**src/rtl/fetch_controller_pkg.sv**
```systemverilog
// Shared definitions for the instruction fetch controller.
package fetch_controller_pkg;

    // Fetch sequencing states.
    typedef enum logic [1:0] {
        StIdle    = 2'd0,
        StReq     = 2'd1,
        StDrain   = 2'd2,
        StDeliver = 2'd3
    } fetch_state_e;

    localparam int unsigned PC_INCREMENT     = 4;
    localparam int unsigned RESET_PC_DEFAULT = 0;

endpackage

```
**src/rtl/fetch_pc_gen.sv**
```systemverilog
// Next-PC selector: branch target (base + zero-extended offset) or sequential (base + 4).
module fetch_pc_gen
    import fetch_controller_pkg::*;
#(
    parameter int unsigned PC_SIZE        = 32,
    parameter int unsigned BR_OFFSET_SIZE = 16
) (
    input  logic [PC_SIZE-1:0]        base_i,
    input  logic [BR_OFFSET_SIZE-1:0] br_offset_i,
    input  logic                      br_taken_i,
    output logic [PC_SIZE-1:0]        next_pc_o
);

    logic [PC_SIZE-1:0] target_pc;
    logic [PC_SIZE-1:0] seq_pc;

    // Both sums wrap modulo 2^PC_SIZE.
    assign target_pc = base_i + PC_SIZE'(br_offset_i);
    assign seq_pc    = base_i + PC_SIZE'(PC_INCREMENT);
    assign next_pc_o = br_taken_i ? target_pc : seq_pc;

endmodule

```
**src/rtl/fetch_controller.sv**
```systemverilog
// Instruction fetch sequencer: owns the PC, runs the req/ack memory handshake, applies
// freeze and branch redirects, and presents {PC, instruction, instValid} to IF/ID.
module fetch_controller
    import fetch_controller_pkg::*;
#(
    parameter int unsigned        PC_SIZE        = 32,
    parameter int unsigned        INST_SIZE      = 32,
    parameter int unsigned        BR_OFFSET_SIZE = 16,
    parameter logic [PC_SIZE-1:0] RESET_PC       = PC_SIZE'(RESET_PC_DEFAULT)
) (
    input  logic                      clk,
    input  logic                      rst,
    input  logic                      freeze,
    input  logic                      brTaken,
    input  logic [BR_OFFSET_SIZE-1:0] brOffset,
    output logic                      memReq,
    output logic [PC_SIZE-1:0]        memAddr,
    input  logic                      memAck,
    input  logic [INST_SIZE-1:0]      memData,
    output logic [PC_SIZE-1:0]        PC,
    output logic [INST_SIZE-1:0]      instruction,
    output logic                      instValid
);

    fetch_state_e         state_q, state_d;
    logic [PC_SIZE-1:0]   pc_q, pc_d;
    logic [PC_SIZE-1:0]   tgt_q, tgt_d;
    logic [INST_SIZE-1:0] inst_q, inst_d;
    logic [PC_SIZE-1:0]   gen_base;
    logic [PC_SIZE-1:0]   gen_next;

    // While draining, redirects accumulate on the pending target, not on the PC.
    assign gen_base = (state_q == StDrain) ? tgt_q : pc_q;

    fetch_pc_gen #(
        .PC_SIZE        (PC_SIZE),
        .BR_OFFSET_SIZE (BR_OFFSET_SIZE)
    ) u_pc_gen (
        .base_i      (gen_base),
        .br_offset_i (brOffset),
        .br_taken_i  (brTaken),
        .next_pc_o   (gen_next)
    );

    // The outstanding address is always the PC register; it only moves once memReq drops.
    assign memAddr     = pc_q;
    assign PC          = pc_q;
    assign instruction = inst_q;

    // Next-state and handshake outputs.
    always_comb begin
        state_d   = state_q;
        pc_d      = pc_q;
        tgt_d     = tgt_q;
        inst_d    = inst_q;
        memReq    = 1'b0;
        instValid = 1'b0;
        unique case (state_q)
            StIdle: begin
                if (brTaken) begin
                    pc_d = gen_next;
                end
                state_d = StReq;
            end
            StReq: begin
                memReq = 1'b1;
                if (memAck && brTaken) begin
                    pc_d    = gen_next;
                    state_d = StIdle;
                end else if (memAck) begin
                    inst_d  = memData;
                    state_d = StDeliver;
                end else if (brTaken) begin
                    tgt_d   = gen_next;
                    state_d = StDrain;
                end
            end
            StDrain: begin
                memReq = 1'b1;
                if (brTaken) begin
                    tgt_d = gen_next;
                end
                if (memAck) begin
                    pc_d    = brTaken ? gen_next : tgt_q;
                    state_d = StIdle;
                end
            end
            StDeliver: begin
                instValid = 1'b1;
                // Branch beats freeze; gen_next already picks target vs sequential.
                if (brTaken || !freeze) begin
                    pc_d    = gen_next;
                    state_d = StIdle;
                end
            end
            default: state_d = StIdle;
        endcase
    end

    // State and datapath registers with synchronous reset.
    always_ff @(posedge clk) begin
        if (rst) begin
            state_q <= StIdle;
            pc_q    <= RESET_PC;
            tgt_q   <= '0;
            inst_q  <= '0;
        end else begin
            state_q <= state_d;
            pc_q    <= pc_d;
            tgt_q   <= tgt_d;
            inst_q  <= inst_d;
        end
    end

endmodule

```
**config.mk**
```make
export PLATFORM = sky130hd
export DESIGN_NAME = fetch_controller
export DESIGN_NICKNAME = d
export VERILOG_FILES = /design/src/rtl/fetch_controller_pkg.sv /design/src/rtl/fetch_pc_gen.sv /design/src/rtl/fetch_controller.sv
export SDC_FILE = /design/constraint.sdc
export NUM_CORES = 1
export LEC_CHECK = 0
export CORE_MARGIN = 8
export CORE_UTILIZATION = 53
export CTS_BUF_LIST = sky130_fd_sc_hd__clkbuf_8
export CTS_CLUSTER_SIZE = 14
export DETAILED_ROUTE_END_ITERATION = 8
export PLACE_DENSITY = 0.94
export SLEW_MARGIN = 10
export SYNTH_ARGS = -nofsm -noshare
export SYNTH_HDL_FRONTEND = slang
export SYNTH_SLANG_ARGS = --single-unit
```
**constraint.sdc**
```tcl
create_clock -name clk -period 5.75 [get_ports clk]
set_input_delay 1.15 -clock clk [delete_from_list [all_inputs] [get_ports clk]]
set_output_delay 1.15 -clock clk [all_outputs]
set_load 0.02 [all_outputs]
```
==> run summary, run 1 <==
Leak Pwr: 2.879 nW
Unrepaired setup endpoints after global routing: no
Final hold vios: 0
Layout cells sized above 1: 7.114%
Syn Nets: 992
Top Ports: 151
Sw frac: 38.55%
Status: finished, final reports clean
Worst setup SP type: flop
Area of the core: 0.01262 mm²
Fillers: 1083
Layout area overhead: 20.60%
Share of power burned in registers: 40.1%
Synth Flop Type: dfxtp_1
Die Area: 0.01682 mm²
Most frequent cells in the layout: nand2_1 (171), clkdlybuf4s50_1 (148), a21oi_1 (115)
Synth Cell Area: 0.006850 mm²
Seq cells post-synth: 98
Post-synth ARST share: 0%
NetSw: 759.6 µW
Seq/Total Area, Yosys: 28.64%
Crit path max fanout: 65
Initial antenna violation count: 0
Post-synth EDFFs: 0
CTS resizes: 0
Commonest non-fill, non-tap cell in the layout: nand2_1
Max-slew violation count: 0
Largest net degree at the start of global routing: 78
I/O Buffers: 150
Distinct cells, synth: 82
CP Class: flop to flop
Die Y-Extent: 129.7 µm
Required @ worst endpoint: 6.03 ns
Post-Syn Area per Cell: 7.479 µm²
Initial DRC Count: 773
Setup violators final: 0
CTS clock-pin slew for the worst setup and hold paths: 0.10 ns
WL final: 20570 µm
H-tree levels: 3
Cell count after synthesis: 916
Yosys warning count: 0
Max-Cap Viols: 0
Vias in the first global route: 6601
# rows: 41
Inserted Diodes: 0
Fraction of the cycle the final worst path needs: 68.78%
Fmax: 252.9 MHz
Wire per inst: 17.58 µm
# Post-CTS Setup Buffers: 0
Clock Path Buffers: 2
RePlAce Congestion: 0.9099
Clock sinks: 98
ANT nets after route: 0
Remaining Overflow, GRT: 0
Hpwl dp: 14580 µm
Initial cell density of the core: 54.28%
Crit path time final: 3.955 ns
Int Power: 1.211 mW
DR pass1 iterations: 6
CTS tree: yes
Via/cell ratio: 6.050
VDD IR max: 151.7 µV
Vias: 7079
Gate power share: 37.2%
Final core utilization: 65.47%
Clock share of power: 22.7%
Nets: 1069
First-pass GRT wire length: 32770 µm
Worst-Margin Slew: 1.076 ns
TNS Setup: 0 ns
Slew margin rel.: 28.29%
DRC violations left: 0
CP endpoint kind: flop
R2r setup slk: 1.80 ns
Hold-fix buffers, CTS: 0
PD cells: 238.5 mW/mm²
CP arrival: 4.24 ns
Min-Delay Path Class: flop to flop
Final Skew: 0.02181 ns
Die width: 129.7 µm
Global Route Usage Sum: 24.25%
Worst-Skew Late Latency: 0.41 ns
Cts bufs inserted: 9
CTS root buf: clkbuf_8
power groups by stage:
stage,logic (mW),clock network (mW),registers [mW]
after CTS,0.727,0.453,0.790
after global routing,0.794,0.479,0.800
final,0.733,0.446,0.791
after global placement,0.706,0,0.802
after floorplan,0.466,0,0.831
after detailed placement,0.722,0,0.805
path summary, 6_finish.rpt:
| path | startpoint | end | depth (start not counted) |
|---|---|---|---|
| worst max-delay path | state_q[0] | PC[19] | 11 |
| worst min-delay path | instruction[6] | instruction[6] | 2 |
| worst max register to register | state_q[0] | PC[19] | 11 |
| worst min register to register | instruction[6] | instruction[6] | 2 |
cell families after synthesis:
kind of cell	share of synthesized area (%)
DFF	28.64
muxes	4.457
AOI/OAI and AO/OA	25.95
and+or+nand+nor	23.47
adders and majority gates	4.310
xor gates and xnor gates	3.580
buffers and inverters	9.589
per-stage QoR:
stage | area, µm² | instances | hold WS [ns] | power [mW] | setup WS, ns
floorplan | 6850 | 916 | 0.4452 | 1.296 | 1.413
global route | 8262 | 1170 | 0.4848 | 2.072 | 1.452
detailed placement | 8077 | 1154 | 0.4469 | 1.526 | 1.551
CTS | 8262 | 1170 | 0.4601 | 1.969 | 1.841
global placement | 8077 | 1154 | 0.4402 | 1.509 | 1.722
finish | 8262 | 1170 | 0.4592 | 1.970 | 1.795
per-layer routing:
| layer | GRT usage, % | routed length, µm | up-vias | share of wire (%) |
|---|---|---|---|---|
| li1 | - | - | 3385 | - |
| met1 | 29.23 | 8109 | 3297 | 39 |
| met2 | 38.01 | 9369 | 351 | 46 |
| met3 | 9.792 | 2646 | 46 | 13 |
| met4 | 9.290 | 444 | 0 | 2.2 |
| met5 | 0 | 0 | - | 0 |
Yosys cell counts, types with 6 or more instances:
cell type	instances	share of area [%]
a211oi_1	10	1.1
a21o_1	11	1.2
a21oi_1	115	8.4
a311oi_1	6	0.77
a31oi_1	10	0.91
and2_1	6	0.55
and3_1	9	0.82
buf_2	7	0.51
buf_4	33	3.6
clkbuf_1	37	2.0
dfxtp_1	98	29
ha_1	22	4.0
inv_1	24	1.3
mux2_2	11	1.8
mux2i_1	17	2.5
nand2_1	171	9.4
nand3_1	38	2.8
nand4_1	12	1.1
nor2_1	56	3.1
nor3_1	11	0.80
o211ai_1	6	0.66
o21a_1	6	0.66
o21ai_0	57	4.2
o31ai_1	7	0.77
xnor2_1	20	2.6
xor2_1	8	1.0
sequential cells by signal (all words and copies together) (netlist names):
| register | flops |
|---|---|
| instruction | 32 |
| state_q | 2 |
| tgt_q | 32 |
| PC | 32 |
worst max-delay path, cell delays in order (launching register included):
cell and delay (ns):
dfxtp_1 0.35, inv_1 0.15, ha_4 0.52, buf_4 0.66, mux2i_1 0.54, nor4_1 0.13, a21o_1 0.20, a21oi_1 0.45
a21oi_2 0.25, or3_1 0.36, a21oi_1 0.15, nor3_1 0.07
cell type report:
| type | count | area [µm²] | share of cell area (%) |
|---|---|---|---|
| inverters | 24 | 90.09 | 1.090 |
| flip-flops and latches | 98 | 1962 | 23.75 |
| well taps | 172 | 215.2 | 2.605 |
| multi-input cells | 701 | 4250 | 51.45 |
| clock inverters | 6 | 47.55 | 0.5755 |
| repair buffers | 159 | 1559 | 18.87 |
| clock buffers | 10 | 137.6 | 1.666 |
No activity file was read; power rests on OpenSTA's default activity.
==> run 2, diff against run 1 <==
==> constraint.sdc (replaced) <==
create_clock -name clk -period 3.93 [get_ports clk]
set_input_delay 0.786 -clock clk [delete_from_list [all_inputs] [get_ports clk]]
set_output_delay 0.786 -clock clk [all_outputs]
set_load 0.02 [all_outputs]
==> run summary, run 2 (synthesis gave the netlist of run 1 again) <==
Status: finished, final reports clean
Hold-fix buffers, CTS: 0 (unchanged)
Fillers: 1054 (-2.7%)
Largest net degree at the start of global routing: 78 (unchanged)
Crit path time final: 3.631 ns (-0.3238 ns)
Layout cells sized above 1: 8.342% (+1.2 points)
Worst-Skew Late Latency: 0.39 ns (-0.02 ns)
Crit path max fanout: 39 (-40%)
# Post-CTS Setup Buffers: 0 (unchanged)
Die Y-Extent: 129.7 µm (unchanged)
Slew margin rel.: 28.19% (-0.10 points)
Final setup margin: 0.2989 ns (-1.496 ns)
VDD IR max: 274.1 µV (+81%)
CP arrival: 3.87 ns (-0.37 ns)
Critical path buffers and inverters: 1 (-1)
Nets: 1078 (+0.84%)
Sw frac: 36.21% (-2.3 points)
Global Route Usage Sum: 24.44% (+0.19 points)
Slowest stage cell, crit path: a2111o_1
Hpwl dp: 14870 µm (+2.0%)
ANT nets after route: 0 (unchanged)
Layout area overhead: 23.09%
H-tree levels: 3 (unchanged)
Most frequent cells in the layout: nand2_1 (171), clkdlybuf4s50_1 (148), a21oi_1 (114)
I/O Buffers: 150 (unchanged)
Met3 Resource Use GR: 8.568% (-1.2 points)
Fraction of the cycle the final worst path needs: 92.39% (+24 points)
TNS Setup: 0 ns (unchanged)
CTS clock-pin slew for the worst setup and hold paths: 0.10 ns (about the same)
Crit path max-delay family: compound AO/OA/AOI/OAI gates
Commonest non-fill, non-tap cell in the layout: nand2_1
CP endpoint kind: flop
PD cells: 363.5 mW/mm² (+52%)
Initial cell density of the core: 54.28% (unchanged)
Initial DRC Count: 750 (-3.0%)
Hold WS: 0.4579 ns (-0.001277 ns)
Clock share of power: 26.8% (+4.1 points)
Max-slew violation count: 0 (unchanged)
Die width: 129.7 µm (unchanged)
CTS tree: yes
Required @ worst endpoint: 4.17 ns (-1.86 ns)
Final Skew: 0.02100 ns (-0.0008066 ns)
Fmax: 275.4 MHz (+8.9%)
Area of the core: 0.01262 mm² (unchanged)
CTS resizes: 0 (unchanged)
Worst setup SP type: flop
Clock sinks: 98 (unchanged)
WL final: 20670 µm (+0.47%)
Pre-CTS setup slack: 0.3390 ns (-1.213 ns)
Inserted Diodes: 0 (unchanged)
DR pass1 iterations: 5 (-1)
Gate power share: 35.5% (-1.7 points)
Met2 Usage GRT: 38.53% (+0.52 points)
First-pass GRT wire length: 33250 µm (+1.5%)
# rows: 41 (unchanged)
Setup violators final: 0 (unchanged)
CP Class: flop to flop
Via/cell ratio: 6.071 (+0.34%)
Share of power burned in registers: 37.8% (-2.3 points)
NetSw: 1.110 mW (+46%)
Final hold vios: 0 (unchanged)
Vias in the first global route: 6888 (+4.3%)
Unrepaired setup endpoints after global routing: no
Min-Delay Path Class: flop to flop
Int Power: 1.955 mW (+61%)
CTS root buf: clkbuf_8
Wire per inst: 17.53 µm (-0.30%)
Cts bufs inserted: 9 (unchanged)
Remaining Overflow, GRT: 0 (unchanged)
Top Ports: 151 (unchanged)
Die Area: 0.01682 mm² (unchanged)
CP most frequent cell: a31oi_1
Vias: 7158 (+1.1%)
Leak Pwr: 2.949 nW (+2.4%)
Initial antenna violation count: 0 (unchanged)
Crit path largest cell delay: 0.50 ns (-0.16 ns)
Critical-path cell list: inv_2, ha_4, mux2_2, ha_1, a21o_1, a31oi_1, a21oi_1, a2111o_1, a31oi_2, a2111oi_0, a31oi_1, a31oi_1
Global route hottest layer: met2
Max-Cap Viols: 0 (unchanged)
RePlAce Congestion: 0.9627 (+5.8%)
DRC violations left: 0 (unchanged)
GR Util met1: 29.65% (+0.42 points)
Clock Path Buffers: 2 (unchanged)
Worst-Margin Slew: 1.077 ns (+0.001495 ns)
[run 2: worst paths after layout]
check                 startpoint        endpoint  slack (ns)  cells past startpoint
hold / removal    instruction[8]  instruction[8]        0.46                      2
setup / recovery      state_q[0]       tgt_q[17]        0.30                     12
hold reg to reg   instruction[8]  instruction[8]        0.46                      2
setup reg to reg      state_q[0]       tgt_q[17]        0.30                     12
[run 2: power groups by stage]
| stage | Clock [mW] | Combinational, mW | Sequential, mW |
|---|---|---|---|
| after floorplan | 0 | 0.691 | 1.22 |
| after global placement | 0 | 1.05 | 1.18 |
| after detailed placement | 0 | 1.07 | 1.18 |
| after CTS | 0.831 | 1.08 | 1.16 |
| after global routing | 0.874 | 1.18 | 1.17 |
| final | 0.820 | 1.09 | 1.16 |
[run 2: worst min-delay path: stages, from the launching register on]
cell	delay, ns
dfxtp_1	0.32
nand2_1	0.05
a21oi_1	0.05
[run 2: layer usage]
layer / share of wire, % / wire [µm] / vias to the layer above
met5: 0 / 0 / -
met4: 2.2 / 456 / 0
met3: 14 / 2861 / 38
met2: 45 / 9310 / 411
met1: 39 / 8037 / 3311
li1: - / - / 3398
[run 2: through the flow]
step | std cells | total power [mW] | cell area [µm²] | utilization [%]
finish | 1179 | 3.065 | 8432 | 66.82
global route | 1179 | 3.225 | 8432 | 66.82
CTS | 1179 | 3.064 | 8432 | 66.82
detailed placement | 1163 | 2.249 | 8183 | 64.84
global placement | 1163 | 2.224 | 8183 | 64.84
floorplan | 916 | 1.906 | 6913 | -
[run 2: area by class of cell]
cell class                      count  area [µm²]  share of cell area (%)
Multi-Input combinational cell    701        4289                   50.87
Inverter                           24       90.09                   1.068
Clock buffer                        9       123.9                   1.469
Clock inverter                      7       125.1                   1.484
Timing Repair Buffer              168        1627                   19.29
Sequential cell                    98        1962                   23.27
Tap cell                          172       215.2                   2.552
==> run 3, diff against run 2 <==
--- a/config.mk
+++ b/config.mk
@@ -11,6 +11,7 @@
 export CTS_CLUSTER_SIZE = 14
 export DETAILED_ROUTE_END_ITERATION = 8
 export PLACE_DENSITY = 0.94
+export SKIP_CTS_REPAIR_TIMING = 1
 export SLEW_MARGIN = 10
 export SYNTH_ARGS = -nofsm -noshare
 export SYNTH_HDL_FRONTEND = slang
==> results of run 3 <==
The final DEF is identical to that of run 2; final timing and power are the same.
